<file path="config.mk">
export PLATFORM = sky130hd
export DESIGN_NAME = imem_arbiter_flat
export DESIGN_NICKNAME = d
export VERILOG_FILES = /design/src/rtl/imem_arbiter_if.sv /design/src/rtl/imem_arbiter.sv /design/src/flat_wrapper.sv
export SDC_FILE = /design/constraint.sdc
export NUM_CORES = 1
export LEC_CHECK = 0
export CORE_MARGIN = 4
export CORE_UTILIZATION = 38
export CTS_BUF_LIST = sky130_fd_sc_hd__clkbuf_16
export CTS_CLUSTER_SIZE = 24
export DETAILED_ROUTE_END_ITERATION = 10
export PLACE_DENSITY = 0.91
export SLEW_MARGIN = 25
export SYNTH_ARGS = -nofsm -noshare
export SYNTH_HDL_FRONTEND = slang
export SYNTH_SLANG_ARGS = --single-unit
</file>
<file path="constraint.sdc">
create_clock -name clk -period 3.85 [get_ports clk]
set_clock_uncertainty 0.2 [all_clocks]
set_input_delay 0.5775 -clock clk [delete_from_list [all_inputs] [get_ports clk]]
set_output_delay 0.5775 -clock clk [all_outputs]
set_load 0.005 [all_outputs]
</file>
<file path="src/rtl/imem_arbiter_if.sv">
// +----------------------------------------------------------------------------+
// | Module      : imem_arbiter_if                                              |
// | Description : Fetch/load request-response channels and memory read port.   |
// | Revision    : 1.0 - initial release                                        |
// +----------------------------------------------------------------------------+
`default_nettype none

interface imem_arbiter_if #(
    parameter int ADDR_W = 32
);
    logic              if_req_valid;
    logic              if_req_ready;
    logic [ADDR_W-1:0] if_req_addr;
    logic              if_resp_valid;
    logic              if_resp_ready;
    logic [31:0]       if_resp_data;
    logic              if_resp_err;

    logic              ld_req_valid;
    logic              ld_req_ready;
    logic [ADDR_W-1:0] ld_req_addr;
    logic              ld_resp_valid;
    logic              ld_resp_ready;
    logic [31:0]       ld_resp_data;
    logic              ld_resp_err;

    logic [ADDR_W-1:0] mem_addr;
    logic [31:0]       mem_rdata;

    // Arbiter side
    modport slave (
        input  if_req_valid, if_req_addr, if_resp_ready,
        input  ld_req_valid, ld_req_addr, ld_resp_ready,
        input  mem_rdata,
        output if_req_ready, if_resp_valid, if_resp_data, if_resp_err,
        output ld_req_ready, ld_resp_valid, ld_resp_data, ld_resp_err,
        output mem_addr
    );

    // Requester and memory side
    modport master (
        output if_req_valid, if_req_addr, if_resp_ready,
        output ld_req_valid, ld_req_addr, ld_resp_ready,
        output mem_rdata,
        input  if_req_ready, if_resp_valid, if_resp_data, if_resp_err,
        input  ld_req_ready, ld_resp_valid, ld_resp_data, ld_resp_err,
        input  mem_addr
    );
endinterface

`default_nettype wire

</file>
<file path="src/rtl/imem_arbiter.sv">
// +----------------------------------------------------------------------------+
// | Module      : imem_arbiter                                                 |
// | Description : Shares the instruction memory read port between fetch and   |
// |               code-space loads; registered per-port responses.             |
// |               Optional macro IMEM_ARB_ALIGN_CHECK_EN flags misaligned      |
// |               requests with resp_err=1 and zero data.                      |
// | Revision    : 1.0 - initial release                                        |
// +----------------------------------------------------------------------------+
`default_nettype none

module imem_arbiter #(
    parameter int ADDR_W       = 32,
    parameter int PRIO_MODE    = 0,
    parameter int STARVE_LIMIT = 4
) (
    input  wire            clk,
    input  wire            rst_n,
    imem_arbiter_if.slave  bus
);

    localparam logic [3:0] c_STARVE_MAX = 4'(STARVE_LIMIT);
`ifdef IMEM_ARB_ALIGN_CHECK_EN
    localparam bit c_ALIGN_CHECK = 1'b1;
`else
    localparam bit c_ALIGN_CHECK = 1'b0;
`endif

    logic              r_if_resp_valid;
    logic [31:0]       r_if_resp_data;
    logic              r_if_resp_err;
    logic              r_ld_resp_valid;
    logic [31:0]       r_ld_resp_data;
    logic              r_ld_resp_err;
    logic              r_last_ld;
    logic [3:0]        r_starve;

    logic              w_if_elig;
    logic              w_ld_elig;
    logic              w_gnt_if;
    logic              w_gnt_ld;
    logic              w_if_misalign;
    logic              w_ld_misalign;
    logic [ADDR_W-1:0] w_mem_addr;

    // A port may take a new request when its response slot drains this cycle.
    always_comb begin
        w_if_elig = bus.if_req_valid && (!r_if_resp_valid || bus.if_resp_ready);
        w_ld_elig = bus.ld_req_valid && (!r_ld_resp_valid || bus.ld_resp_ready);
        w_gnt_if  = 1'b0;
        w_gnt_ld  = 1'b0;
        if (w_if_elig && w_ld_elig) begin
            if (PRIO_MODE == 0) begin
                w_gnt_ld = !r_last_ld;
            end else begin
                w_gnt_ld = (r_starve == c_STARVE_MAX);
            end
            w_gnt_if = !w_gnt_ld;
        end else begin
            w_gnt_if = w_if_elig;
            w_gnt_ld = w_ld_elig;
        end
    end

    always_comb begin
        w_mem_addr = '0;
        if (w_gnt_if) begin
            w_mem_addr = bus.if_req_addr;
        end else if (w_gnt_ld) begin
            w_mem_addr = bus.ld_req_addr;
        end
    end

    assign w_if_misalign = c_ALIGN_CHECK && (bus.if_req_addr[1:0] != 2'b00);
    assign w_ld_misalign = c_ALIGN_CHECK && (bus.ld_req_addr[1:0] != 2'b00);

    always_ff @(posedge clk) begin
        if (!rst_n) begin
            r_if_resp_valid <= 1'b0;
            r_if_resp_data  <= '0;
            r_if_resp_err   <= 1'b0;
            r_ld_resp_valid <= 1'b0;
            r_ld_resp_data  <= '0;
            r_ld_resp_err   <= 1'b0;
            r_last_ld       <= 1'b1;
            r_starve        <= '0;
        end else begin
            if (w_gnt_if) begin
                r_if_resp_valid <= 1'b1;
                r_if_resp_data  <= w_if_misalign ? 32'h0 : bus.mem_rdata;
                r_if_resp_err   <= w_if_misalign;
            end else if (bus.if_resp_ready) begin
                r_if_resp_valid <= 1'b0;
            end

            if (w_gnt_ld) begin
                r_ld_resp_valid <= 1'b1;
                r_ld_resp_data  <= w_ld_misalign ? 32'h0 : bus.mem_rdata;
                r_ld_resp_err   <= w_ld_misalign;
            end else if (bus.ld_resp_ready) begin
                r_ld_resp_valid <= 1'b0;
            end

            if (w_gnt_if || w_gnt_ld) begin
                r_last_ld <= w_gnt_ld;
            end

            // A grant implies valid, so a load grant is always a handshake.
            if ((PRIO_MODE == 0) || !bus.ld_req_valid || w_gnt_ld) begin
                r_starve <= '0;
            end else if (r_starve != c_STARVE_MAX) begin
                r_starve <= r_starve + 4'd1;
            end
        end
    end

    assign bus.if_req_ready  = w_gnt_if;
    assign bus.ld_req_ready  = w_gnt_ld;
    assign bus.mem_addr      = w_mem_addr;
    assign bus.if_resp_valid = r_if_resp_valid;
    assign bus.if_resp_data  = r_if_resp_data;
    assign bus.if_resp_err   = r_if_resp_err;
    assign bus.ld_resp_valid = r_ld_resp_valid;
    assign bus.ld_resp_data  = r_ld_resp_data;
    assign bus.ld_resp_err   = r_ld_resp_err;

endmodule

`default_nettype wire

</file>
<file path="src/flat_wrapper.sv">
// flat-port wrapper written by rule: the top's interface ports become plain ports
module imem_arbiter_flat 
#(
    parameter int ADDR_W       = 32,
    parameter int PRIO_MODE    = 0,
    parameter int STARVE_LIMIT = 4
)
  (clk, rst_n, bus_if_req_valid, bus_if_req_addr, bus_if_resp_ready, bus_ld_req_valid, bus_ld_req_addr, bus_ld_resp_ready, bus_mem_rdata, bus_if_req_ready, bus_if_resp_valid, bus_if_resp_data, bus_if_resp_err, bus_ld_req_ready, bus_ld_resp_valid, bus_ld_resp_data, bus_ld_resp_err, bus_mem_addr);
  imem_arbiter_if #(.ADDR_W(ADDR_W)) bus_i ();
  input  wire clk;
  input  wire rst_n;
  input wire logic [$bits(bus_i.if_req_valid)-1:0] bus_if_req_valid;
  input wire logic [$bits(bus_i.if_req_addr)-1:0] bus_if_req_addr;
  input wire logic [$bits(bus_i.if_resp_ready)-1:0] bus_if_resp_ready;
  input wire logic [$bits(bus_i.ld_req_valid)-1:0] bus_ld_req_valid;
  input wire logic [$bits(bus_i.ld_req_addr)-1:0] bus_ld_req_addr;
  input wire logic [$bits(bus_i.ld_resp_ready)-1:0] bus_ld_resp_ready;
  input wire logic [$bits(bus_i.mem_rdata)-1:0] bus_mem_rdata;
  output wire logic [$bits(bus_i.if_req_ready)-1:0] bus_if_req_ready;
  output wire logic [$bits(bus_i.if_resp_valid)-1:0] bus_if_resp_valid;
  output wire logic [$bits(bus_i.if_resp_data)-1:0] bus_if_resp_data;
  output wire logic [$bits(bus_i.if_resp_err)-1:0] bus_if_resp_err;
  output wire logic [$bits(bus_i.ld_req_ready)-1:0] bus_ld_req_ready;
  output wire logic [$bits(bus_i.ld_resp_valid)-1:0] bus_ld_resp_valid;
  output wire logic [$bits(bus_i.ld_resp_data)-1:0] bus_ld_resp_data;
  output wire logic [$bits(bus_i.ld_resp_err)-1:0] bus_ld_resp_err;
  output wire logic [$bits(bus_i.mem_addr)-1:0] bus_mem_addr;
  assign bus_i.if_req_valid = bus_if_req_valid;
  assign bus_i.if_req_addr = bus_if_req_addr;
  assign bus_i.if_resp_ready = bus_if_resp_ready;
  assign bus_i.ld_req_valid = bus_ld_req_valid;
  assign bus_i.ld_req_addr = bus_ld_req_addr;
  assign bus_i.ld_resp_ready = bus_ld_resp_ready;
  assign bus_i.mem_rdata = bus_mem_rdata;
  assign bus_if_req_ready = bus_i.if_req_ready;
  assign bus_if_resp_valid = bus_i.if_resp_valid;
  assign bus_if_resp_data = bus_i.if_resp_data;
  assign bus_if_resp_err = bus_i.if_resp_err;
  assign bus_ld_req_ready = bus_i.ld_req_ready;
  assign bus_ld_resp_valid = bus_i.ld_resp_valid;
  assign bus_ld_resp_data = bus_i.ld_resp_data;
  assign bus_ld_resp_err = bus_i.ld_resp_err;
  assign bus_mem_addr = bus_i.mem_addr;
  imem_arbiter #(.ADDR_W(ADDR_W), .PRIO_MODE(PRIO_MODE), .STARVE_LIMIT(STARVE_LIMIT)) u_core (.clk(clk), .rst_n(rst_n), .bus(bus_i));
endmodule
</file>
# Word-level counts from Yosys, hierarchy flattened
# Index checks and enable logic that the tools add are counted.
# totals
reg_bits	67
mem_bits_rw	0
latchBits	0
mem_bits_ro	0
n_memories	0
inputBits	102
# op_classes
muxes	9
n_div	0
n_addsub	0
n_lt_le_gt_ge	0
reduce_logical	12
shift	0
multipliers	0
eq_ne	0
bitwise_logic	0
# op_table
op	count
2-to-1 mux 32 bit	2
2-to-1 mux 1 bit	7
logical NOT 1 bit	4
nonzero test 2 bit	2
logical AND 1 bit	3
logical OR 1 bit	3

# Depth between registers and ports, before layout
# Gate-level depths: netlist (run 1).
# logic_depth
depth_word	8
ltp_mapped	7
mapped_depth_nobuf	4

# Worst setup path before layout (run 1)
# No wires, ideal clock.
# synth_timing
path_kind	input port to output port
from	input port bus_ld_resp_ready
to	output port bus_mem_addr[10]
slack_ns	1.602
arrival_ns	1.470
n_path_buf	2
required_time_ns	3.072
path_stages	6
path_cell_list	nor2b_1 > o211ai_2 > buf_6 > inv_4 > clkbuf_1 > a22o_1
# synth_via
elab_chain_len	6
# synth_lines
item	line	source
start, declared	flat_wrapper.sv:17	input wire logic [$bits(bus_i.ld_resp_ready)-1:0] bus_ld_resp_ready;
logical OR 1 bit *	imem_arbiter.sv:48	w_ld_elig = bus.ld_req_valid && (!r_ld_resp_valid || bus.ld_resp_ready);
logical AND 1 bit *	imem_arbiter.sv:48	
logical AND 1 bit	imem_arbiter.sv:51	if (w_if_elig && w_ld_elig) begin
2-to-1 mux 1 bit	imem_arbiter.sv:51	
2-to-1 mux 32 bit	imem_arbiter.sv:68	end else if (w_gnt_ld) begin
2-to-1 mux 32 bit *	imem_arbiter.sv:66	if (w_gnt_if) begin
end, declared	flat_wrapper.sv:27	output wire logic [$bits(bus_i.mem_addr)-1:0] bus_mem_addr;
# Every way passes the cells marked *; elsewhere a longest branch is shown, timed or not.

# Worst setup path in the final report (run 1)
# layout_timing
from	input port bus_if_resp_ready
to	output port bus_mem_addr[9]
# layout_via
elab_chain_len	6
# layout_lines
item	line	source
start, declared	flat_wrapper.sv:14	input wire logic [$bits(bus_i.if_resp_ready)-1:0] bus_if_resp_ready;
logical OR 1 bit *	imem_arbiter.sv:47	w_if_elig = bus.if_req_valid && (!r_if_resp_valid || bus.if_resp_ready);
logical AND 1 bit *	imem_arbiter.sv:47	
logical AND 1 bit	imem_arbiter.sv:51	
2-to-1 mux 1 bit	imem_arbiter.sv:51	
2-to-1 mux 32 bit	imem_arbiter.sv:68	
2-to-1 mux 32 bit *	imem_arbiter.sv:66	
# Marked as above.

==> results of run 1 <==
[power by group through the flow]
stage,registers (W),logic [W],clock network [W]
after global routing,0.000776,0.000504,0.000904
after CTS,0.000770,0.000478,0.000868
after floorplan,0.000786,0.000174,0
final,0.000770,0.000472,0.000847
after detailed placement,0.000784,0.000474,0
after global placement,0.000782,0.000465,0
[stage by stage]
stage / hold slack [ns] / utilization (%) / total power, W
final: 0.256 / 71.7 / 0.00209
after global routing: 0.284 / 71.7 / 0.00218
after CTS: 0.260 / 71.7 / 0.00212
after detailed placement: 0.249 / 67.3 / 0.00126
after global placement: 0.243 / 67.3 / 0.00125
after floorplan: 0.251 / - / 0.000960
[cell usage after synthesis]
cell | number | area, µm²
inv_2 | 1 | 3.75
a21oi_1 | 1 | 5.00
nor2_1 | 1 | 3.75
nand2b_1 | 3 | 18.8
nand2_1 | 97 | 364
dfxtp_1 | 67 | 1340
inv_4 | 1 | 6.26
o211ai_4 | 1 | 21.3
mux2i_1 | 64 | 641
clkbuf_1 | 11 | 41.3
o21ai_0 | 3 | 15.0
o211ai_2 | 1 | 12.5
buf_4 | 6 | 45.0
conb_1 | 1 | 3.75
buf_2 | 4 | 20.0
nor2b_1 | 2 | 12.5
a22o_1 | 32 | 280
buf_6 | 4 | 45.0
a21boi_0 | 2 | 15.0
buf_1 | 1 | 3.75
[final cells by class]
type	count	area, µm²	share of cell area (%)
Multi-Input combinational cell	209	1400	26.6
Timing Repair Buffer	207	2060	39.3
Clock buffer	9	225	4.29
Inverter	2	10.0	0.191
Sequential cell	67	1340	25.5
Clock inverter	7	92.6	1.76
Tap cell	99	124	2.36
[cell families after synthesis]
| logic type | after synthesis |
|---|---|
| AND/OR/NAND/NOR | 103 |
| flip-flops | 67 |
| AO/OA/AOI/OAI | 40 |
| buffers and inverters | 28 |
| multiplexers | 64 |
| other | 1 |
[metal layers]
layer	vias to the layer above	share of wire, %
met4	0	1.9
met3	14	9.6
li1	1414	-
met2	114	51
met1	1327	38
met5	-	0
[worst min-delay path, stage by stage, from the launching register on]
cell	delay [ns]
dfxtp_1	0.31
nand2_1	0.05
mux2i_1	0.05
[sequential cells by signal, summed over array words and instances, names as in the netlist]
signal                    cells
u_core.bus.if_resp_valid      1
u_core.bus.ld_resp_valid      1
u_core.r_last_ld              1
u_core.bus.ld_resp_data      32
u_core.bus.if_resp_data      32
[worst max path at each step]
stage / from / end / depth (start not counted)
2_1_floorplan: bus_ld_resp_ready / bus_mem_addr[10] / 6
3_3_place_gp: bus_if_resp_ready / bus_mem_addr[9] / 6
3_5_place_dp: bus_if_resp_ready / bus_mem_addr[9] / 6
4_1_cts: bus_if_resp_ready / bus_mem_addr[9] / 6
5_1_grt: bus_if_resp_ready / bus_mem_addr[10] / 6
6_report: bus_if_resp_ready / bus_mem_addr[9] / 6
==> summary.md, run 1 <==
| Metric | Value |
|---|---|
| Outcome | `finished clean` |
| Clock share of power | `40.6%` |
| Highest Clock Rate | `294 MHz` |
| Post-Synth Simple-Gate Area | `13.8%` |
| Top Ports | `204` |
| Pwr dens | `397 nW/µm²` |
| Post-route cell area | `5250 µm²` |
| Antenna cells | `0` |
| Unrepaired setup endpoints after global routing | `no` |
| Internal power | `about 0.0016 W` |
| Most frequent cells in the layout | `clkdlybuf4s50_1, nand2_1, dfxtp_1` |
| CP required | `3.07 ns` |
| Register area share after synthesis | `46.3%` |
| Post-DP Area | `just under 5000 µm²` |
| I/O Buffers | `201` |
| Comb pwr share | `22.6%` |
| WS Path Type | `in -> out` |
| Largest net degree at the start of global routing | `52` |
| CTS sink cnt | `67` |
| Core footprint | `7330 µm²` |
| R2R Path Start | `u_core.bus.if_resp_valid` |
| Synth unique cells | `20` |
| Post-synthesis adder-cell area fraction | `0%` |
| Vias in the first global route | `2971` |
| Clock transition at the registers of the reported paths | `approximately 0.05 ns` |
| Dpl hpwl | `between 7 and 8 mm` |
| Detail Route Antenna Nets | `0` |
| DR pass1 iterations | `4` |
| Met3 usage | `7.02%` |
| GPL Wtd Cong | `roughly 0.76` |
| Crit path arrival time | `roughly 2.6 ns` |
| Nets | `598` |
| Crit path buf inv count | `3` |
| Worst path most repeated cell | `clkdlybuf4s50_1` |
| Flop2flop setup slack | `1.74 ns` |
| Maximum VDD drop | `0.306 mV` |
| Hold Path Class | `reg -> reg` |
| Cells after DPL | `584` |
| Net switching power figure | `0.000478 W` |
| Kind of cell adding the most delay to the critical path | `buffers and inverters` |
| CP cell instances | `clkdlybuf4s50_1, nor2b_1, o211ai_4, inv_2, a22o_1, clkdlybuf4s50_1` |
| Hold EP | `u_core.bus.ld_resp_data[3]` |
| Synthesized area | `2900 µm²` |
| Skew-Pair Late Insertion Delay | `approximately 0.31 ns` |
| Slowest cell on the critical path | `clkdlybuf4s50_1` |
| Syn avg cell area | `9.57 µm²` |
| Vias per cell | `4.78` |
| First-pass GRT wire length | `~14 mm` |
| Placement row count | `31` |
| Final setup margin | `0.446 ns` |
| Largest family of logic cells by synthesized area | `multiplexers` |
| Flop pwr share | `36.9%` |
| GR Layer Usage met1 | `between 20% and 30%` |
| #FFs+latches synth | `67` |
| Die X | `95.3 µm` |
| Crit end category | `output port` |
| Slew Limit Headroom | `a little under half` |
| Worst path max stage delay | `approximately 0.53 ns` |
| Total global-route track usage | `20.6%` |
| Synth Area in XOR/XNOR | `0%` |
| Final hold viol count | `0` |
| Final setup violating endpoints | `0` |
| WL final | `between 9 and 10 mm` |
| Final Cycle Share | `88.4%` |
| Grt ovf | `0` |
| GR peak layer | `met2` |
| DR vias | `2869` |
| LEAKAGE | `2.18 nW` |
| Max Transition Viols Final | `0` |
| Setup Fix Bufs, Post-CTS | `0` |
| Share of layout cells above drive strength 1 | `around 5.2%` |
| Synthesis-to-layout area growth | `81.2%` |
| Initial core utilization | `39.5%` |
| Synth Instances | `between 300 and 400` |
| # H-tree levels | `3` |
| Hold_buf cts | `0` |
| Max-cap violations | `0` |
| Residual DRC | `0` |
| TNS Setup | `0 ns` |
| Place WS | `0.459 ns` |
| Worst-margin pin slew | `0.810 ns` |
| CTS resizes | `0` |
| Worst-path maximum fanout | `35` |
| Finished Layout Cells | `600` |
| Hold wc startpoint | `u_core.bus.ld_resp_data[3]` |
| Critical Path Start Type | `primary input` |
| Tmin final | `3.40 ns` |
| Chip height | `95.3 µm` |
| Complex-gate fraction of the synthesized area | `between 10% and 20%` |
| Commonest non-fill, non-tap cell in the layout | `clkdlybuf4s50_1` |
| Total CTS buffers | `9` |
| Initial antenna violation count | `0` |
| Full die area | `9090 µm²` |
| Clock tree root driver cell | `clkbuf_16` |
| Worst r2r dst | `u_core.bus.ld_resp_data[11]` |
| Register-to-Register Path Depth | `5` |
| # fillers | `~550` |
| TritonCTS clock tree | `built` |
| Grt met2 use | `37.6%` |
| Clock tree buffer depth | `2` |
| Mux contribution to synthesized area | `22.1%` |
| DRT iter0 DRCs | `63` |
| Worst hold stages | `2` |
| Synth warnings | `0` |
| Sw Ratio | `a little under a quarter` |
| WL/cell | `16.4 µm` |
No activity file was read; power rests on OpenSTA's default activity.
==> inputs of run 2 (changes only) <==
--- a/config.mk
+++ b/config.mk
@@ -5,12 +5,14 @@
 export SDC_FILE = /design/constraint.sdc
 export NUM_CORES = 1
 export LEC_CHECK = 0
-export CORE_MARGIN = 4
-export CORE_UTILIZATION = 38
+export CORE_AREA = 4 4 76 78
 export CTS_BUF_LIST = sky130_fd_sc_hd__clkbuf_16
 export CTS_CLUSTER_SIZE = 24
 export DETAILED_ROUTE_END_ITERATION = 10
-export PLACE_DENSITY = 0.91
+export DIE_AREA = 0 0 80 82
+export DONT_BUFFER_PORTS = 1
+export PLACE_DENSITY = 0.77
+export SKIP_CTS_REPAIR_TIMING = 1
 export SLEW_MARGIN = 25
 export SYNTH_ARGS = -nofsm -noshare
 export SYNTH_HDL_FRONTEND = slang
==> run 2 against run 1 <==
  * Total power shrank 13%
  * Critical path depth shrank 2
  * Routed wire length shrank 21%
  * Critical endpoint is now bus_mem_addr[30]
  * Die area shrank 28%
  * Fmax grew 9.8%
==> summary.md, run 2 (synthesis results as in run 1) <==
| Metric | Value |
|---|---|
| Vias in the first global route | `2031` |
| Worst-margin pin slew | `0.757 ns` |
| Initial antenna violation count | `0` |
| Most frequent cells in the layout | `nand2_1, dfxtp_1, mux2i_1` |
| Share of layout cells above drive strength 1 | `7.09%` |
| Full die area | `6560 µm²` |
| Worst hold stages | `1` |
| CP required | `3.07 ns` |
| CTS sink cnt | `67` |
| Final Cycle Share | `80.5%` |
| Critical Path Start Type | `flop` |
| TritonCTS clock tree | `built` |
| Clock transition at the registers of the reported paths | `0.06 ns` |
| Vias per cell | `5.75` |
| Hold EP | `u_core.r_last_ld` |
| Register-to-Register Path Depth | `5` |
| LEAKAGE | `1.41 nW` |
| Crit. Startpoint | `u_core.bus.if_resp_valid` |
| Clock tree buffer depth | `2` |
| Hold Path Class | `in -> reg` |
| Initial core utilization | `57.1%` |
| DRT iter0 DRCs | `118` |
| CP cell instances | `nor2b_1, o211ai_4, inv_2, a22o_1` |
| Hold wc startpoint | `rst_n` |
| Dpl hpwl | `just under 6 mm` |
| Maximum VDD drop | `between 0.4 and 0.5 mV` |
| First-pass GRT wire length | `10.8 mm` |
| Clock tree root driver cell | `clkbuf_16` |
| WS Path Type | `reg -> out` |
| R2R Path Start | `u_core.bus.if_resp_valid` |
| Commonest non-fill, non-tap cell in the layout | `nand2_1` |
| Tmin final | `3.10 ns` |
| # H-tree levels | `3` |
| Crit path arrival time | `2.32 ns` |
| Detail Route Antenna Nets | `0` |
| Total global-route track usage | `between 20% and 30%` |
| Worst-path maximum fanout | `33` |
| Tot Pwr | `0.00182 W` |
| WL final | `7.71 mm` |
| Chip height | `82 µm` |
| Die X | `80 µm` |
| Slew Limit Headroom | `49.3%` |
| Skew-Pair Late Insertion Delay | `0.31 ns` |
| Max Transition Viols Final | `0` |
| Largest net degree at the start of global routing | `100` |
| Pwr dens | `573 nW/µm²` |
| Max-cap violations | `0` |
| Crit path buf inv count | `1` |
| DR vias | `between 2000 and 2500` |
| Core footprint | `5070 µm²` |
| Grt ovf | `0` |
| GPL Wtd Cong | `about 0.8` |
| Top Ports | `just over 200` |
| Slowest cell on the critical path | `o211ai_4` |
| Crit end category | `output port` |
| Outcome | `finished clean` |
| Kind of cell adding the most delay to the critical path | `compound AO/OA/AOI/OAI gates` |
| WL/cell | `21.1 µm` |
| Final hold viol count | `0` |
| Worst r2r dst | `u_core.bus.ld_resp_data[31]` |
| Worst path max stage delay | `0.64 ns` |
| Unrepaired setup endpoints after global routing | `no` |
| Total CTS buffers | `9` |
| DR pass1 iterations | `4` |
| TNS Setup | `0 ns` |
| Residual DRC | `0` |
| Flop2flop setup slack | `1.39 ns` |
| Antenna cells | `0` |
| I/O Buffers | `0` |
| Final setup violating endpoints | `0` |
| Placement row count | `26` |
| Synthesis-to-layout area growth | `9.32%` |
| Highest Clock Rate | `323 MHz` |
| Nets | `between 300 and 400` |
-- run 2: worst register-to-register path, stage by stage, from the launching register on --
cell      delay (ns)
dfxtp_1         0.36
nor2b_1         0.33
o211ai_4        0.32
inv_2           0.51
buf_4           0.42
mux2i_1         0.25
-- run 2: worst max path at each step --
stage                             to  slack (ns)  depth (start not counted)
finish              bus_mem_addr[30]        0.75                          4
global route        bus_mem_addr[29]        0.65                          4
CTS                 bus_mem_addr[29]        0.75                          4
detailed placement  bus_mem_addr[29]        0.94                          4
global placement    bus_mem_addr[21]        0.99                          4
floorplan           bus_mem_addr[10]        1.60                          6
-- run 2: routing by layer --
| layer | global-route usage [%] | share of wire (%) |
|---|---|---|
| met5 | 0 | 0 |
| met4 | 7.77 | 2.2 |
| met3 | 9.87 | 11 |
| met2 | 37.3 | 51 |
| met1 | 23.9 | 36 |
-- run 2: area by class of cell --
class                   instances  area (µm²)
inverters                       2        10.0
well taps                      70        87.6
clock inverters                 7        93.8
clock buffers                   9         225
multi-input cells             209        1400
repair buffers                  2        15.0
flip-flops and latches         67        1340
fillers                       427        1910
-- run 2: metrics by stage --
stage          setup slack [ns]  utilization (%)  hold WS, ns  cell area (µm²)  instances
6_report                  0.752             62.5        0.169             3170        366
5_1_grt                   0.654             62.5        0.160             3170        366
4_1_cts                   0.755             62.5        0.146             3170        366
3_5_place_dp              0.944             56.2        0.270             2850        350
3_3_place_gp              0.990             56.2        0.265             2850        350
2_1_floorplan              1.60                -        0.251             2900        304
-- run 2: power by group --
part           total (W)  leakage [nW]  switching, W  internal [W]
Clock           0.000851         0.157      0.000286      0.000565
Sequential      0.000785         0.551     0.0000408      0.000744
Combinational   0.000180         0.699      0.000101     0.0000786
Total            0.00182          1.41      0.000428       0.00139
==> inputs of run 3 (changes only) <==
--- a/config.mk
+++ b/config.mk
@@ -5,13 +5,13 @@
 export SDC_FILE = /design/constraint.sdc
 export NUM_CORES = 1
 export LEC_CHECK = 0
-export CORE_AREA = 4 4 76 78
+export CORE_MARGIN = 4
+export CORE_UTILIZATION = 56
 export CTS_BUF_LIST = sky130_fd_sc_hd__clkbuf_16
 export CTS_CLUSTER_SIZE = 24
 export DETAILED_ROUTE_END_ITERATION = 10
-export DIE_AREA = 0 0 80 82
 export DONT_BUFFER_PORTS = 1
-export PLACE_DENSITY = 0.77
+export PLACE_DENSITY = 0.79
 export SKIP_CTS_REPAIR_TIMING = 1
 export SLEW_MARGIN = 25
 export SYNTH_ARGS = -nofsm -noshare
==> constraint.sdc (replaced) <==
create_clock -name clk -period 2.8 [get_ports clk]
set_clock_uncertainty 0.2 [all_clocks]
set_input_delay 0.42 -clock clk [delete_from_list [all_inputs] [get_ports clk]]
set_output_delay 0.42 -clock clk [all_outputs]
set_load 0.005 [all_outputs]
==> run 3 against run 2 <==
  * Flip-flop and latch count unchanged
  * Routed wire length down 1.9%
  * Count of clock-buffer cells in the layout unchanged
  * Via count unchanged
  * Largest cell class unchanged
==> summary.md, run 3 (synthesis results as in run 1) <==
| Metric | Value |
|---|---|
| WS Path Type | `reg -> out` |
| Crit path arrival time | `1.81 ns` |
| Register area | `1340 µm²` |
| Final Cycle Share | `between 80 and 90%` |
| Maximum VDD drop | `0.468 mV` |
| DRT met1 WL | `2.59 mm` |
| Synthesis-to-layout area growth | `7.77%` |
| I/O Buffers | `0` |
| Highest Clock Rate | `412 MHz` |
| Crit path buf inv count | `2` |
| Vias per cell | `5.77` |
| Final hold viol count | `0` |
| Clock tree buffer depth | `2` |
| DR pass1 iterations | `4` |
| Max Transition Viols Final | `0` |
| Top sig layer | `met4` |
| GPL Wtd Cong | `0.737` |
| Stages on worst setup path | `5` |
| Hold wc startpoint | `rst_n` |
| Skew-Pair Late Insertion Delay | `0.32 ns` |
| Worst path max stage delay | `0.37 ns` |
| Antenna cells | `0` |
| Residual DRC | `0` |
| Core footprint | `4880 µm²` |
| DRT iter0 DRCs | `116` |
| # H-tree levels | `3` |
| Register-to-Register Path Depth | `5` |
| Dpl hpwl | `5.65 mm` |
| Total CTS buffers | `9` |
| TNS Setup | `0 ns` |
| Metal2 WL | `between 4 and 5 mm` |
| Outcome | `finished clean` |
| First-pass GRT wire length | `11.0 mm` |
| CP cell instances | `nor2b_1, o211ai_4, inv_2, buf_4, a22o_1` |
| Worst-path maximum fanout | `28` |
| Commonest non-fill, non-tap cell in the layout | `nand2_1` |
| Initial antenna violation count | `0` |
| Clock tree root driver cell | `clkbuf_16` |
| TritonCTS clock tree | `built` |
| Cells after DPL | `349` |
| Final setup violating endpoints | `0` |
| Pwr dens | `~730 nW/µm²` |
| Clock transition at the registers of the reported paths | `0.05 ns` |
| # fillers | `about 410` |
| Finished Layout Cells | `between 300 and 400` |
| Slew Limit Headroom | `approximately three fifths` |
| Placement row count | `25` |
| Grt ovf | `0` |
| Met3 wire len | `875 µm` |
| WL final | `7.57 mm` |
| LEAKAGE | `about 1.4 nW` |
| Chip height | `~80 µm` |
| Detail Route Antenna Nets | `0` |
| Vias in the first global route | `2099` |
| Die X | `80.0 µm` |
| Crit. Startpoint | `u_core.bus.if_resp_valid` |
| Most frequent cells in the layout | `nand2_1, dfxtp_1, mux2i_1` |
| Worst hold stages | `1` |
| R2R Path Start | `u_core.bus.if_resp_valid` |
| Crit end category | `output port` |
| Max-cap violations | `0` |
| Initial core utilization | `59.4%` |
| Nets | `395` |
| CP required | `2.18 ns` |
| Top Ports | `approximately 200` |
| Slowest cell on the critical path | `dfxtp_1` |
| Full die area | `6390 µm²` |
| Kind of cell adding the most delay to the critical path | `buffers and inverters` |
| Total global-route track usage | `22.8%` |
| WL/cell | `~21 µm` |
| DR vias | `2106` |
| Critical Path Start Type | `flop` |
| Unrepaired setup endpoints after global routing | `no` |
| Area taken by multi-input logic gates | `about 1400 µm²` |
| Largest net degree at the start of global routing | `100` |
| Share of layout cells above drive strength 1 | `7.05%` |
| Hold Path Class | `in -> reg` |
| Worst-margin pin slew | `0.572 ns` |
| Tmin final | `about 2.4 ns` |
| CTS sink cnt | `between 60 and 70` |
-- run 3: layout make-up --
type | count | area share [%]
sequential | 67 | 42.9
multi-input combinational | 209 | 44.7
clock buffer | 9 | 7.21
timing repair buffer | 4 | 0.961
inverter | 2 | 0.320
clock inverter | 7 | 1.20
tap | 67 | 2.68
-- run 3: power breakdown --
group / switching [W] / total [W] / leakage [nW] / internal, W
clock network: 0.000378 / 0.000964 / 0.135 / 0.000586
logic: 0.000136 / 0.000246 / 0.708 / 0.000111
registers: 0.0000566 / 0.00108 / 0.551 / 0.00102
total: 0.000570 / 0.00229 / 1.39 / 0.00172
-- run 3: stage by stage --
stage | power [W] | utilization [%] | worst slack, ns | hold slack, ns | cell area, µm²
floorplan | 0.00132 | - | 0.867 | 0.251 | 2900
global placement | 0.00134 | 58.6 | 0.725 | 0.266 | 2860
detailed placement | 0.00135 | 58.6 | 0.700 | 0.269 | 2860
CTS | 0.00231 | 64.0 | 0.352 | -0.00653 | 3120
global route | 0.00237 | 64.0 | 0.254 | 0.0424 | 3120
finish | 0.00229 | 64.0 | 0.374 | 0.0427 | 3120
-- run 3: path summary, 6_finish.rpt --
path | endpoint | slack [ns]
setup / recovery | bus_mem_addr[3] | 0.37
hold / removal | u_core.r_last_ld | 0.04
setup reg to reg | u_core.bus.ld_resp_data[1] | 1.00
hold reg to reg | u_core.bus.ld_resp_data[27] | 0.28
-- run 3: routing by layer --
metal | up-vias | track usage, %
li1 | 1012 | -
met3 | 6 | 9.37
met4 | 0 | 8.11
met2 | 107 | 41.8
met1 | 981 | 22.8
met5 | - | 0
